File: config.mk
export PLATFORM = sky130hd
export DESIGN_NAME = fifo_wr_arb
export DESIGN_NICKNAME = d
export VERILOG_FILES = /design/src/rtl/fifo_pkg.sv /design/src/rtl/rr_pick.sv /design/src/rtl/fifo_wr_arb.sv
export SDC_FILE = /design/constraint.sdc
export NUM_CORES = 1
export LEC_CHECK = 0
export BUFFER_PORTS_ARGS = -buffer_cell sky130_fd_sc_hd__buf_2
export CAP_MARGIN = 20
export CORE_MARGIN = 2
export CORE_UTILIZATION = 30
export DETAILED_ROUTE_END_ITERATION = 10
export PLACE_DENSITY = 0.71
export SYNTH_ARGS = -nofsm -noshare
export SYNTH_HDL_FRONTEND = slang
export SYNTH_HIERARCHICAL = 1
export SYNTH_SLANG_ARGS = --single-unit
File: constraint.sdc
create_clock -name clk -period 2.2 [get_ports clk]
set_input_delay 0.44 -clock clk [delete_from_list [all_inputs] [get_ports clk]]
set_output_delay 0.44 -clock clk [all_outputs]
set_load 0.005 [all_outputs]
File: src/rtl/fifo_pkg.sv
// Shared constants for the FIFO write-port arbiter: default sizes, state
// encoding and the index-width helper used for owner/last registers.
package fifo_pkg;

  localparam int NREQ  = 4;
  localparam int DSIZE = 32;

  localparam logic [0:0] IDLE  = 1'b0;
  localparam logic [0:0] GRANT = 1'b1;

  // A single producer still needs a 1-bit index so port widths never collapse.
  function automatic int idx_w(input int n);
    return (n > 1) ? $clog2(n) : 1;
  endfunction

  localparam int IDXW = idx_w(NREQ);

endpackage

File: src/rtl/rr_pick.sv
// Combinational round-robin picker: first candidate at last+1, last+2, ...
// modulo N, where candidates are the request bits not masked by excl.
module rr_pick #(
  parameter int N  = fifo_pkg::NREQ,
  parameter int IW = fifo_pkg::idx_w(fifo_pkg::NREQ)
) (
  input  logic [N-1:0]  req,
  input  logic [IW-1:0] last,
  input  logic [N-1:0]  excl,
  output logic [IW-1:0] winner,
  output logic          found
);

  logic [N-1:0] cand;

  assign cand = req & ~excl;

  always_comb begin
    winner = '0;
    found  = 1'b0;
    for (int k = 1; k <= N; k++) begin
      if (!found && cand[(int'(last) + k) % N]) begin
        winner = IW'((int'(last) + k) % N);
        found  = 1'b1;
      end
    end
  end

endmodule

File: src/rtl/fifo_wr_arb.sv
// Round-robin arbiter sharing one FIFO write port among NREQ producers,
// granting bursts of up to MAX_BURST words with same-cycle hand-over.
module fifo_wr_arb #(
  parameter int NREQ      = fifo_pkg::NREQ,
  parameter int DSIZE     = fifo_pkg::DSIZE,
  parameter int MAX_BURST = 4
) (
  input  logic                                 clk,
  input  logic                                 rst,
  input  logic [NREQ-1:0]                      req,
  input  logic [NREQ*DSIZE-1:0]                req_data,
  output logic [NREQ-1:0]                      ack,
  input  logic                                 wfull,
  output logic                                 winc,
  output logic [DSIZE-1:0]                     wdata,
  output logic [fifo_pkg::idx_w(NREQ)-1:0]     owner,
  output logic                                 busy
);
  import fifo_pkg::*;

  localparam int IW = idx_w(NREQ);

  // Handshake: a word moves when ack[i] is high; the producer must hold req[i]
  // and its data slice stable until then. No data is stored here.
  logic [0:0]      state;
  logic [IW-1:0]   last;
  logic [3:0]      count;
  logic            req_own;
  logic            xfer;
  logic            rel;
  logic            found;
  logic [IW-1:0]   winner;
  logic [IW-1:0]   pick_last;
  logic [NREQ-1:0] own_oh;
  logic [NREQ-1:0] excl;

  assign own_oh  = {{(NREQ-1){1'b0}}, 1'b1} << owner;
  assign req_own = req[owner];
  assign busy    = (state == GRANT);
  assign xfer    = busy && req_own && !wfull;
  assign winc    = xfer;
  assign ack     = xfer ? own_oh : '0;
  assign wdata   = busy ? req_data[owner*DSIZE +: DSIZE] : '0;

  // The count is compared one bit wider so MAX_BURST=16 still terminates.
  assign rel = busy && ((xfer && (({1'b0, count} + 5'd1) == 5'(MAX_BURST))) || !req_own);

  // On release the outgoing owner becomes "last"; it is skipped unless alone.
  assign pick_last = busy ? owner : last;
  assign excl      = (busy && |(req & ~own_oh)) ? own_oh : '0;

  rr_pick #(
    .N  (NREQ),
    .IW (IW)
  ) u_pick (
    .req    (req),
    .last   (pick_last),
    .excl   (excl),
    .winner (winner),
    .found  (found)
  );

  always_ff @(posedge clk) begin
    if (rst) begin
      state <= IDLE;
      owner <= '0;
      count <= '0;
      last  <= IW'(NREQ - 1);
    end else begin
      case (state)
        IDLE: begin
          if (found) begin
            state <= GRANT;
            owner <= winner;
            count <= '0;
          end
        end
        default: begin
          if (rel) begin
            last  <= owner;
            count <= '0;
            if (found) owner <= winner;
            else       state <= IDLE;
          end else if (xfer) begin
            count <= count + 4'd1;
          end
        end
      endcase
    end
  end

endmodule

# Yosys cells after proc, flatten, opt, wreduce, memory -nomap -nowiden

Cells that the tools add are included.

$lt $le $gt $ge: 5
Reduce and logical (&&, ||, !) cells: 22
Multiplexer cells: 36
$mul: 0
Div/mod/pow operators: 0
$add $sub $neg: 6
Bitwise logic cells: 8
Shift operators: 2
Eq/ne operators: 3

Operator list:

| cell                                                                     | count |
|---|---|
| 128-bit by 8-bit indexed part select with 32-bit output                  | 1 |
| 32-bit 2-to-1 mux                                                        | 1 |
| 4-bit 2-to-1 mux                                                         | 6 |
| 3-bit by 4-bit < comparator with 1-bit output (second input constant)    | 4 |
| 1-bit 2-to-1 mux                                                         | 16 |
| 2-bit 2-to-1 mux                                                         | 8 |
| 1-bit binary-select mux with 2-bit select                                | 5 |
| 4-bit bitwise AND                                                        | 2 |
| 1-bit logical AND                                                        | 8 |
| 4-bit inverter                                                           | 2 |
| 2-bit OR reduction                                                       | 4 |
| 4-bit by 1-bit adder with 5-bit output (second input constant)           | 1 |
| 5-bit by 3-bit equality test with 1-bit output (second input constant)   | 1 |
| 1-bit zero test                                                          | 5 |
| 2-bit by 1-bit adder with 2-bit output (second input constant)           | 2 |
| 2-bit adder (second input constant)                                      | 2 |
| 4-bit by 1-bit adder with 4-bit output (second input constant)           | 1 |
| 1-bit bitwise AND (first input constant)                                 | 4 |
| 2-bit AND reduction                                                      | 2 |
| 4-bit OR reduction                                                       | 1 |
| 1-bit by 2-bit left shift with 4-bit output (first input constant)       | 1 |
| 2-bit by 3-bit < comparator with 1-bit output (second input constant)    | 1 |
| 3-bit by 1-bit inequality test with 1-bit output (second input constant) | 1 |
| 2-bit by 1-bit inequality test with 1-bit output (second input constant) | 1 |
| 2 further kinds                                                          | 2 |

Output and inout bits: 40
Memories kept: 0
Bits in read-only memories: 0
Word-level logic and storage cells: 86
Bits in writable memories: 0
Bits in latches: 0
Register bits after elaboration: 9

# Logic depth before layout (Yosys ltp)

Gate-level depths: netlist of the first run.

Word-level depth: 24
Gate-level depth with buffers: 11
Mapped depth without buffers: 10

# Modules after synthesis

The synthesis of the first run kept the hierarchy.

By module, submodules not included:

| module      | sequential area each (sq um) | area each (sq um) | cells an instance | times used |
|---|---|---|---|---|
| fifo_wr_arb | 180.2                        | 1710.4            | 169               | 1 |
| rr_pick     | 0.0                          | 126.4             | 17                | 1 |

# Worst setup path after synthesis of the first run

Ideal clock, no wire load.

Kind: flip-flop to flip-flop
From: register owner[0] (netlist name)
To: register owner[1] (netlist name)
Required time: 2.140 ns
Arrival: 2.338 ns
Cell stages (with the launch flop): 12
Slack: -0.198 ns
Buffers on the path: 1
Cell sequence: dfxtp_1 -> buf_4 -> mux2_2 -> o32a_1 -> o221ai_2 -> nor2_1 -> nand2b_2 -> a22o_2 -> a311oi_1 -> nand3_1 -> o32ai_1 -> a311o_1

Cells in the longest elaborated chain, start to end: 24
Elaborated cells on any way between the ends: 51
Those cells by class: add/sub (4); eq/ne (1); shift (1); mux (27); bitwise (4); reduce/logical (14)

RTL lines:

| what                                          | line                                 | source |
|---|---|---|
| start, declared                               | fifo_wr_arb.sv:16                    | `output logic [fifo_pkg::idx_w(NREQ)-1:0] owner,` |
| start signal, assigned                        | fifo_wr_arb.sv:74                    | `owner <= winner;` |
| start signal, assigned                        | fifo_wr_arb.sv:82                    | `if (found) owner <= winner;` |
| 1-bit by 2-bit left shift with 4-bit output * | fifo_wr_arb.sv:37                    | `assign own_oh = {{(NREQ-1){1'b0}}, 1'b1} << owner;` |
| 4-bit inverter                                | fifo_wr_arb.sv:50                    | `assign excl = (busy && \|(req & ~own_oh)) ? own_oh : '0;` |
| 4-bit bitwise AND                             | fifo_wr_arb.sv:50                    |  |
| 4-bit OR reduction                            | fifo_wr_arb.sv:50                    |  |
| 1-bit logical AND                             | fifo_wr_arb.sv:50                    |  |
| 4-bit 2-to-1 mux *                            | fifo_wr_arb.sv:50                    |  |
| via excl[3]                                   | fifo_wr_arb.sv:35                    | `logic [NREQ-1:0] excl;` |
| 4-bit inverter *                              | rr_pick.sv:16                        | `assign cand = req & ~excl;` |
| (+10 left out)                                | n/a                                  |  |
| 1-bit 2-to-1 mux                              | rr_pick.sv:22                        | `if (!found && cand[(int'(last) + k) % N]) begin` |
| 1-bit zero test                               | rr_pick.sv:22                        |  |
| 1-bit logical AND                             | rr_pick.sv:22                        |  |
| 2-bit 2-to-1 mux *                            | rr_pick.sv:22                        |  |
| via winner[1]                                 | fifo_wr_arb.sv:32                    | `logic [IW-1:0] winner;` |
| 2-bit 2-to-1 mux *                            | fifo_wr_arb.sv:72, fifo_wr_arb.sv:82 |  |
| 2-bit 2-to-1 mux                              | fifo_wr_arb.sv:79                    | `if (rel) begin` |
| 2-bit 2-to-1 mux *                            | fifo_wr_arb.sv:70                    | `case (state)` |

Mark *: on every way through the listed nets, which the timed path passes. The rest lies on a longest branch. The select of a mux whose other input is x is not followed.
A chain may end at the register's enable or synchronous reset.

# Worst setup path after layout of the first run

From: register owner[0] (netlist name)
To: register owner[0] (netlist name)

Same word-level chain as after synthesis.

==> impl_metrics.yaml, run 1 <==
worst_setup_path:
  slowest_delay_ps: 340
  critPathArrivalTime_ps: 2610
  critical_path.max_fanout: 4
  endpoint_kind: "flip-flop"
  cp_data_required_time_ps: 2310
  cp_common_cell: "o32a_1"
  crit_type: "reg -> reg"
  crit_chain: "mux2_4 > o32a_1 > o221ai_4 > nor3_4 > nor2b_4 > buf_4 > o22ai_1 > a221o_2 > nand3_1 > o32a_1 > o211ai_1"
  startpoint_type: "flip-flop"
  slowest_stage: "a221o_2"
detailed_routing:
  finalWirelength_um: 8273
  drc: 0
  via_per_inst: 5.405
  ant_nets: 0
  drt-pass1-iter-count: 5
  vias: 2427
  drt-initial-drc-count: 96
  wl_per_cell_um: 18.43
synthesis:
  synth_edf_count: 0
  ys_top_cells_by_count: "and2_1, mux4_2, nor2_1"
  synth_flop_cell: "dfxtp_1"
  yosysTopAreaCell: "mux4_2"
  syn_nets: 323
  synth.area.top_cells: "mux4_2, and2_1, dfxtp_1, nor2_1, nand2b_1"
  synth-seq-area-share: 0.09809
  avgSynthCellArea_um2: 9.875
  ys_seq_elements: 9
  async_flop_share: 0
  yosysTopAreaCellShare: 0.3924
  yosysWarnings: 6
  yosysUniqueCellTypes: 48
  syn_area_um2: 1837
  syn_inst: 186
sta:
  holdWs_ps: 497.4
  worstMarginPinSlew_ps: 709.9
  finalCriticalPeriod_ps: 2503
  hold_violations: 0
  period_share: 1.138
  final-setup-viol-count: 17
  rsz0062_at_grt: "yes"
  drv_slew: 0
  fin_skew_ps: 1.135
  setup_ws_ps: -303.2
  fmax_mhz: 399.5
  max_slew_margin: 0.5217
job:
  cap_violations: 0
run_status:
  run_status: "finished with violations"
  violations: "negative setup slack"
place:
  dp_hpwl_um: 6467
  postPlaceCellArea_um2: 2893
  preCtsSetupSlack_ps: -482.7
  gp_congestion: 0.8223
  portBuffers: 174
clock_network:
  clockRootBuffer: "clkbuf_8"
  ctsHtreeMaxLevel: 1
  cts_buffers: 3
  clkSinkCount: 9
  cts_tree: "built"
  clk_latency_ps: 230
  cts.clk_slew.worst_paths_ps: 50
  clock_path_buffers: 2
floorplanning:
  coreArea_um2: 5921
  ios: 175
  die_w_um: 82.25
  die_area_um2: 6764
  initial_utilization: 0.3102
  rows: 28
  die_h_um: 82.25
pwr:
  power_leakage_uw: 0.001483
  peakVddDrop_mv: 0.4904
  power_density_nw_per_um2: 514.9
cells_and_area:
  drive_gt1_frac: 0.6952
  final_nets: 512
  fill_cells: 539
  antennaDiodeCount: 0
  syn2layout_area_growth_pct: 71.73
  finalInstanceArea_um2: 3154
global_route:
  antenna_found_initial: 0
  grt_max_degree: 25
  grt_pass1_wl_um: 11520
  grt_pass1_vias: 2415
  grt_usage: 0.2255
  gr-total-overflow: 0
min_path:
  holdCritPathClass: "reg -> reg"
==> power by group <==
group          switching [µW]  internal, µW  total, µW
Clock                    68.2           126        195
Combinational             507           723       1230
Sequential               17.1           183        200
==> cell type report <==
| cell class | count | area, µm² | area share |
|---|---|---|---|
| Tap cell | 75 | 93.84 | 0.02975 |
| Sequential cell | 9 | 182.7 | 0.05791 |
| Clock buffer | 4 | 45.04 | 0.01428 |
| Timing Repair Buffer | 198 | 1132 | 0.3590 |
| Inverter | 7 | 27.53 | 0.008727 |
| Multi-Input combinational cell | 156 | 1673 | 0.5303 |
==> sequential cells by signal (all words and copies together), names as in the netlist <==
| register | flops |
|---|---|
| owner | 2 |
| busy | 1 |
| count | 4 |
| last | 2 |
==> critical path: cells and delay by family, from the launching register on <==
family | cells | cell delay (ps)
and+or+nand+nor | 3 | 360
DFF | 1 | 330
buffers and inverters | 1 | 120
muxes | 1 | 300
AOI/OAI and AO/OA | 6 | 1250
==> layer usage <==
| layer | global-route usage | up-vias | part of all wire |
|---|---|---|---|
| met3 | 0.04130 | 14 | 0.089 |
| met1 | 0.2583 | 1150 | 0.38 |
| met2 | 0.4202 | 140 | 0.51 |
| met5 | 0 | - | 0 |
| met4 | 0.07000 | 0 | 0.019 |
| li1 | - | 1123 | - |
==> final timing paths <==
path	startpoint	end	slack (ps)	cells past startpoint
min	last[0]	last[0]	500	2
max reg2reg	owner[0]	owner[0]	-300	11
min reg2reg	last[0]	last[0]	500	2
max	owner[0]	owner[0]	-300	11
==> logic make-up (layout without fill, tap and decap cells) <==
family          count (synthesis)  in the layout  share of synthesized area
compound gates                 32             32                     0.1335
buf+inv                        21            209                    0.05790
fa+ha+maj                       2              2                    0.01362
flops                           9              9                    0.09809
mux                            36             36                     0.4155
simple gates                   86             86                     0.2814
==> cells in the final DEF, fill, tap and decap left out, types with 3 or more instances in the layout <==
cell	instances
nand3b_1	4
buf_4	19
buf_2	174
a31oi_1	4
nor2_1	11
nand3_1	6
and2_1	32
clkbuf_8	3
inv_1	6
o21ai_1	4
nand4_1	3
mux4_2	32
dfxtp_1	7
nand2b_4	5
nand2_1	4
o211ai_1	3
a21oi_1	4
==> through the flow <==
stage | std cells | util | total power [µW] | TNS (ps)
6_report | 449 | 0.5328 | 1624 | -2426
2_1_floorplan | 186 | - | 876.2 | -657.4
3_3_place_gp | 439 | 0.4886 | 1234 | -2263
3_5_place_dp | 439 | 0.4886 | 1258 | -2938
5_1_grt | 449 | 0.5328 | 1731 | -5209
4_1_cts | 446 | 0.5207 | 1578 | -1570
==> what timing repair did <==
action	CTS	global route
pin swaps	10	7
setup buffers	1	3
gates cloned	2	0
hold buffers	0	0
setup endpoints to repair	30	43
gates resized for setup	16	11
Power figures use the tool's default switching activity.
==> inputs of run 2 (changes only) <==
--- a/config.mk
+++ b/config.mk
@@ -11,6 +11,7 @@
 export CORE_UTILIZATION = 30
 export DETAILED_ROUTE_END_ITERATION = 10
 export PLACE_DENSITY = 0.71
+export RECOVER_POWER = 100
 export SYNTH_ARGS = -nofsm -noshare
 export SYNTH_HDL_FRONTEND = slang
 export SYNTH_HIERARCHICAL = 1
==> run 2 against run 1 <==
Compared with the run above: the flow still finishes with violations (negative setup slack); largest power group unchanged; die area stayed put; power down 1.5%; core utilization down 0.42 points; clock skew fell by 0.79 ps.
==> impl_metrics.yaml, run 2 (synthesis gave the netlist of run 1 again) <==
run_status:
  run_status: "finished with violations"
  violations: "negative setup slack"
place:
  portBuffers: 174
  dp_hpwl_um: 6467
  gp_congestion: 0.8223
sta:
  setup_ws_ps: -301.6
  drv_slew: 0
  worstMarginPinSlew_ps: 673.2
  final-setup-viol-count: 26
  fin_skew_ps: 0.3500
  hold_violations: 0
  period_share: 1.137
  fin_setup_tns_ps: -3422
  fmax_mhz: 399.7
  finalCriticalPeriod_ps: 2502
  rsz0062_at_grt: "yes"
  max_slew_margin: 0.5464
clock_network:
  cts.clk_slew.worst_paths_ps: 50
  clk_latency_ps: 240
  cts_tree: "built"
  clkSinkCount: 9
  ctsHtreeMaxLevel: 1
  cts_buffers: 3
  hold_buffers: 0
  clockRootBuffer: "clkbuf_8"
  clock_path_buffers: 2
cells_and_area:
  largest_register: "count"
  reg.largest.list: "count: 4 flops, last: 2 flops, owner: 2 flops"
  largest_reg_flops: 4
  syn2layout_area_growth_pct: 70.37
  layout.cells.most_common: "buf_2"
  antennaDiodeCount: 0
  final_nets: 512
  drive_gt1_frac: 0.6952
  layout_common_cells: "buf_2, mux4_2, and2_1"
detailed_routing:
  topRoutingLayerUsed: "met4"
  ant_nets: 0
  finalWirelength_um: 8261
  dr_wl_met2_um: 4238
  drc: 0
  via_per_inst: 5.365
  vias: 2409
  drt-pass1-iter-count: 4
  wl_met1_um: 3164
  wl_met3_um: 690
  drt-initial-drc-count: 107
  wl_per_cell_um: 18.40
floorplanning:
  ios: 175
  die_area_um2: 6764
  initial_utilization: 0.3102
  coreArea_um2: 5921
  die_w_um: 82.25
  rows: 28
  die_h_um: 82.25
worst_setup_path:
  endpoint_kind: "flip-flop"
  slowest_stage: "a221o_2"
  critical_path.max_fanout: 4
  slowest_delay_ps: 350
  crit_chain: "mux2_4 > o32a_1 > o221ai_4 > nor3_4 > nor2b_4 > buf_4 > o22ai_1 > a221o_2 > nand3_1 > o32a_1 > o211ai_1"
  cp_num_buf_inv: 1
  critPathLaunch: "owner[0]"
  startpoint_type: "flip-flop"
  critPathArrivalTime_ps: 2610
  r2r-start: "owner[0]"
  crit_type: "reg -> reg"
  cp_top_family: "compound AO/OA/AOI/OAI gates"
  cp_data_required_time_ps: 2310
  cp_common_cell: "o32a_1"
job:
  cap_violations: 0
pwr:
  power_leakage_uw: 0.001474
  peakVddDrop_mv: 0.4878
  p_total_uw: 1600
  power_density_nw_per_um2: 511.4
global_route:
  grt_max_degree: 25
  grt_pass1_vias: 2415
  gr-total-overflow: 0
  antenna_found_initial: 0
  grt_usage: 0.2255
  grt_pass1_wl_um: 11520
min_path:
  holdCritPathClass: "reg -> reg"
  hp-start: "last[0]"
[run 2: per-layer routing]
| layer | up-vias | track usage |
|---|---|---|
| met2 | 132 | 0.4202 |
| met3 | 16 | 0.04130 |
| met4 | 0 | 0.07000 |
| li1 | 1117 | - |
| met5 | - | 0 |
| met1 | 1144 | 0.2583 |
[run 2: where the power goes]
| part | leakage [µW] | switching [µW] | internal, µW | total (µW) |
|---|---|---|---|---|
| Sequential | 0.0000745 | 17.0 | 183 | 200 |
| Clock | 0.0000228 | 69.9 | 127 | 197 |
| Combinational | 0.00138 | 502 | 702 | 1200 |
[run 2: layout make-up]
type | instances | area (µm²)
clock buffers | 4 | 45.04
inverters | 7 | 27.53
multi-input cells | 156 | 1673
well taps | 75 | 93.84
fillers | 542 | 2791
flip-flops and latches | 9 | 182.7
repair buffers | 198 | 1107
[run 2: final timing paths]
| kind | to | slack (ps) | depth (start not counted) |
|---|---|---|---|
| setup reg to reg | owner[0] | -300 | 11 |
| hold / removal | last[0] | 500 | 2 |
| setup / recovery | owner[0] | -300 | 11 |
| hold reg to reg | last[0] | 500 | 2 |
[run 2: repair_timing]
action                     CTS  global route
setup endpoints to repair   30            43
cloned                       2             0
setup buffers                1             3
pin swaps                   10             7
resized for setup           16            11
[run 2: per-stage QoR]
step / setup slack (ps) / std cells / cell area (µm²) / utilization / hold slack (ps)
finish: -301.6 / 449 / 3129 / 0.5285 / 497.5
global route: -388.3 / 449 / 3129 / 0.5285 / 511.7
CTS: -163.0 / 446 / 3083 / 0.5207 / 497.0
detailed placement: -482.7 / 439 / 2893 / 0.4886 / 491.7
floorplan: -147.5 / 186 / 1862 / - / 464.4
global placement: -384.6 / 439 / 2893 / 0.4886 / 489.4
[run 2: worst min-delay path: stages (launching register included)]
cell,delay (ps)
dfxtp_1,290
inv_1,60
o211ai_1,90
==> inputs of run 3 (changes only) <==
--- a/config.mk
+++ b/config.mk
@@ -9,8 +9,9 @@
 export CAP_MARGIN = 20
 export CORE_MARGIN = 2
 export CORE_UTILIZATION = 30
+export CTS_CLUSTER_DIAMETER = 100
 export DETAILED_ROUTE_END_ITERATION = 10
-export PLACE_DENSITY = 0.71
+export PLACE_DENSITY = 0.8
 export RECOVER_POWER = 100
 export SYNTH_ARGS = -nofsm -noshare
 export SYNTH_HDL_FRONTEND = slang
==> constraint.sdc (replaced) <==
create_clock -name clk -period 2.2 [get_ports clk]
set_input_delay 0.44 -clock clk [delete_from_list [all_inputs] [get_ports clk]]
set_output_delay 0.44 -clock clk [all_outputs]
set_load 0.01 [all_outputs]
==> run 3 against run 2 <==
Compared with the run above: the flow still finishes with violations (negative setup slack); final area up 8.2%; core utilization up 4.3 points; combinational power is 22% higher; via count grew 4.3%.
==> impl_metrics.yaml, run 3 (synthesis gave the netlist of run 1 again) <==
run_status:
  run_status: "finished with violations"
  violations: "negative setup slack"
worst_setup_path:
  cp_top_family: "compound AO/OA/AOI/OAI gates"
  critPathArrivalTime_ps: 2660
  slowest_stage: "dfxtp_2"
  critical_path.max_fanout: 4
  crit_type: "reg -> reg"
  crit_chain: "mux2_4 > o32a_1 > o221ai_4 > nor2_1 > nand3b_1 > a22o_2 > a311oi_1 > nand3_1 > o32ai_1 > a311o_1"
  cp.depth: 10
  critPathLaunch: "owner[0]"
  reg2reg_to: "owner[1]"
  endpoint_kind: "flip-flop"
  r2r_cells: 10
  cp_data_required_time_ps: 2380
  cp_num_buf_inv: 0
  slowest_delay_ps: 340
  crit_path_end: "owner[1]"
  startpoint_type: "flip-flop"
  r2r-start: "owner[0]"
  reg2reg_slack_ps: -280
detailed_routing:
  drt-initial-drc-count: 89
  wl_met3_um: 750
  topRoutingLayerUsed: "met4"
  wl_met1_um: 3052
  wl_per_cell_um: 18.42
  drc: 0
  finalWirelength_um: 8456
  dr_wl_met2_um: 4492
  drt-pass1-iter-count: 4
  via_per_inst: 5.473
  vias: 2512
  ant_nets: 0
clock_network:
  clk_latency_ps: 240
  hold_buffers: 0
  clockRootBuffer: "clkbuf_8"
  clock_path_buffers: 2
  ctsHtreeMaxLevel: 1
  cts_tree: "built"
  cts_buffers: 3
  cts.clk_slew.worst_paths_ps: 50
  clkSinkCount: 9
global_route:
  gr-total-overflow: 0
  antenna_found_initial: 0
  grt_pass1_wl_um: 10940
  grt_usage: 0.2092
  grt_max_degree: 24
  grt_pass1_vias: 2308
min_path:
  holdCritPathClass: "reg -> reg"
  hold_depth: 2
  hp-start: "last[0]"
cells_and_area:
  reg.largest.list: "count: 4 flops, last: 2 flops, owner: 2 flops"
  fill_cells: 506
  antennaDiodeCount: 0
  final_cells: 459
  largest_register: "count"
  layout_common_cells: "buf_2, mux4_2, and2_1"
  final_nets: 522
  syn2layout_area_growth_pct: 84.33
  layout.cells.most_common: "buf_2"
  largest_reg_flops: 4
  drive_gt1_frac: 0.7292
floorplanning:
  rows: 28
  die_w_um: 82.25
  ios: 175
  die_area_um2: 6764
  die_h_um: 82.25
  coreArea_um2: 5921
  initial_utilization: 0.3102
sta:
  setup_ws_ps: -283.1
  fin_skew_ps: 1.564
  worstMarginPinSlew_ps: 686.0
  rsz0062_at_grt: "yes"
  hold_violations: 0
  fmax_mhz: 402.7
  finalCriticalPeriod_ps: 2483
  drv_slew: 0
  period_share: 1.129
  holdWs_ps: 492.8
  final-setup-viol-count: 38
  max_slew_margin: 0.5379
place:
  dp_hpwl_um: 6284
  dp_cells: 439
  portBuffers: 174
  gp_congestion: 0.9030
  preCtsSetupSlack_ps: -442.7
job:
  cap_violations: 0
pwr:
  peakVddDrop_mv: 0.3028
  power_leakage_uw: 0.001584
  power_density_nw_per_um2: 551.6
  p_total_uw: 1868
run 3: cell count changes in the layout (fill, tap and decap cells not counted), moves of 4 or more:
cell	previous run	this run
nand2b_4	5	1
and2_4	0	11
clkbuf_16	0	4
and2_1	32	21
buf_6	1	11
nand2b_1	1	5
buf_2	174	167
run 3: power breakdown:
group	internal [µW]	switching (µW)
clock network	127	76.1
registers	183	18.4
logic	870	593
run 3: per-layer routing:
layer / vias up / track usage
li1: 1143 / -
met1: 1232 / 0.2406
met2: 122 / 0.3774
met3: 15 / 0.04348
met4: 0 / 0.08000
met5: - / 0
run 3: per-stage QoR:
step                instance area, µm²  setup TNS, ps    util
finish                            3386          -4428  0.5719
CTS                               3053          -1438  0.5156
floorplan                         1866         -499.9       -
detailed placement                2884          -2418  0.4871
global route                      3386          -7220  0.5719
global placement                  2884          -1922  0.4871
run 3: worst min path at each step:
stage	endpoint	slack (ps)
after floorplan	last[0]	460
after global placement	last[1]	480
after detailed placement	last[1]	490
after CTS	count[3]	490
after global routing	count[3]	500
final	last[0]	490
run 3: worst min-delay path: stages (launching register included):
cell	delay, ps
dfxtp_1	290
inv_1	60
o211ai_1	90
run 3: timing repair:
item                                    in CTS  in global routing
pin swaps                                   10                  5
buffers inserted                             1                  9
endpoints found under the setup margin      43                 43
resized for setup                           14                 36
cloned                                       2                  4
run 3: area by class of cell:
class                   count  area [µm²]  share of cell area
inverters                   7       28.78            0.008500
flip-flops and latches      9       182.7             0.05395
repair buffers            208        1340              0.3958
clock buffers               4       45.04             0.01330
well taps                  75       93.84             0.02772
multi-input cells         156        1695              0.5007
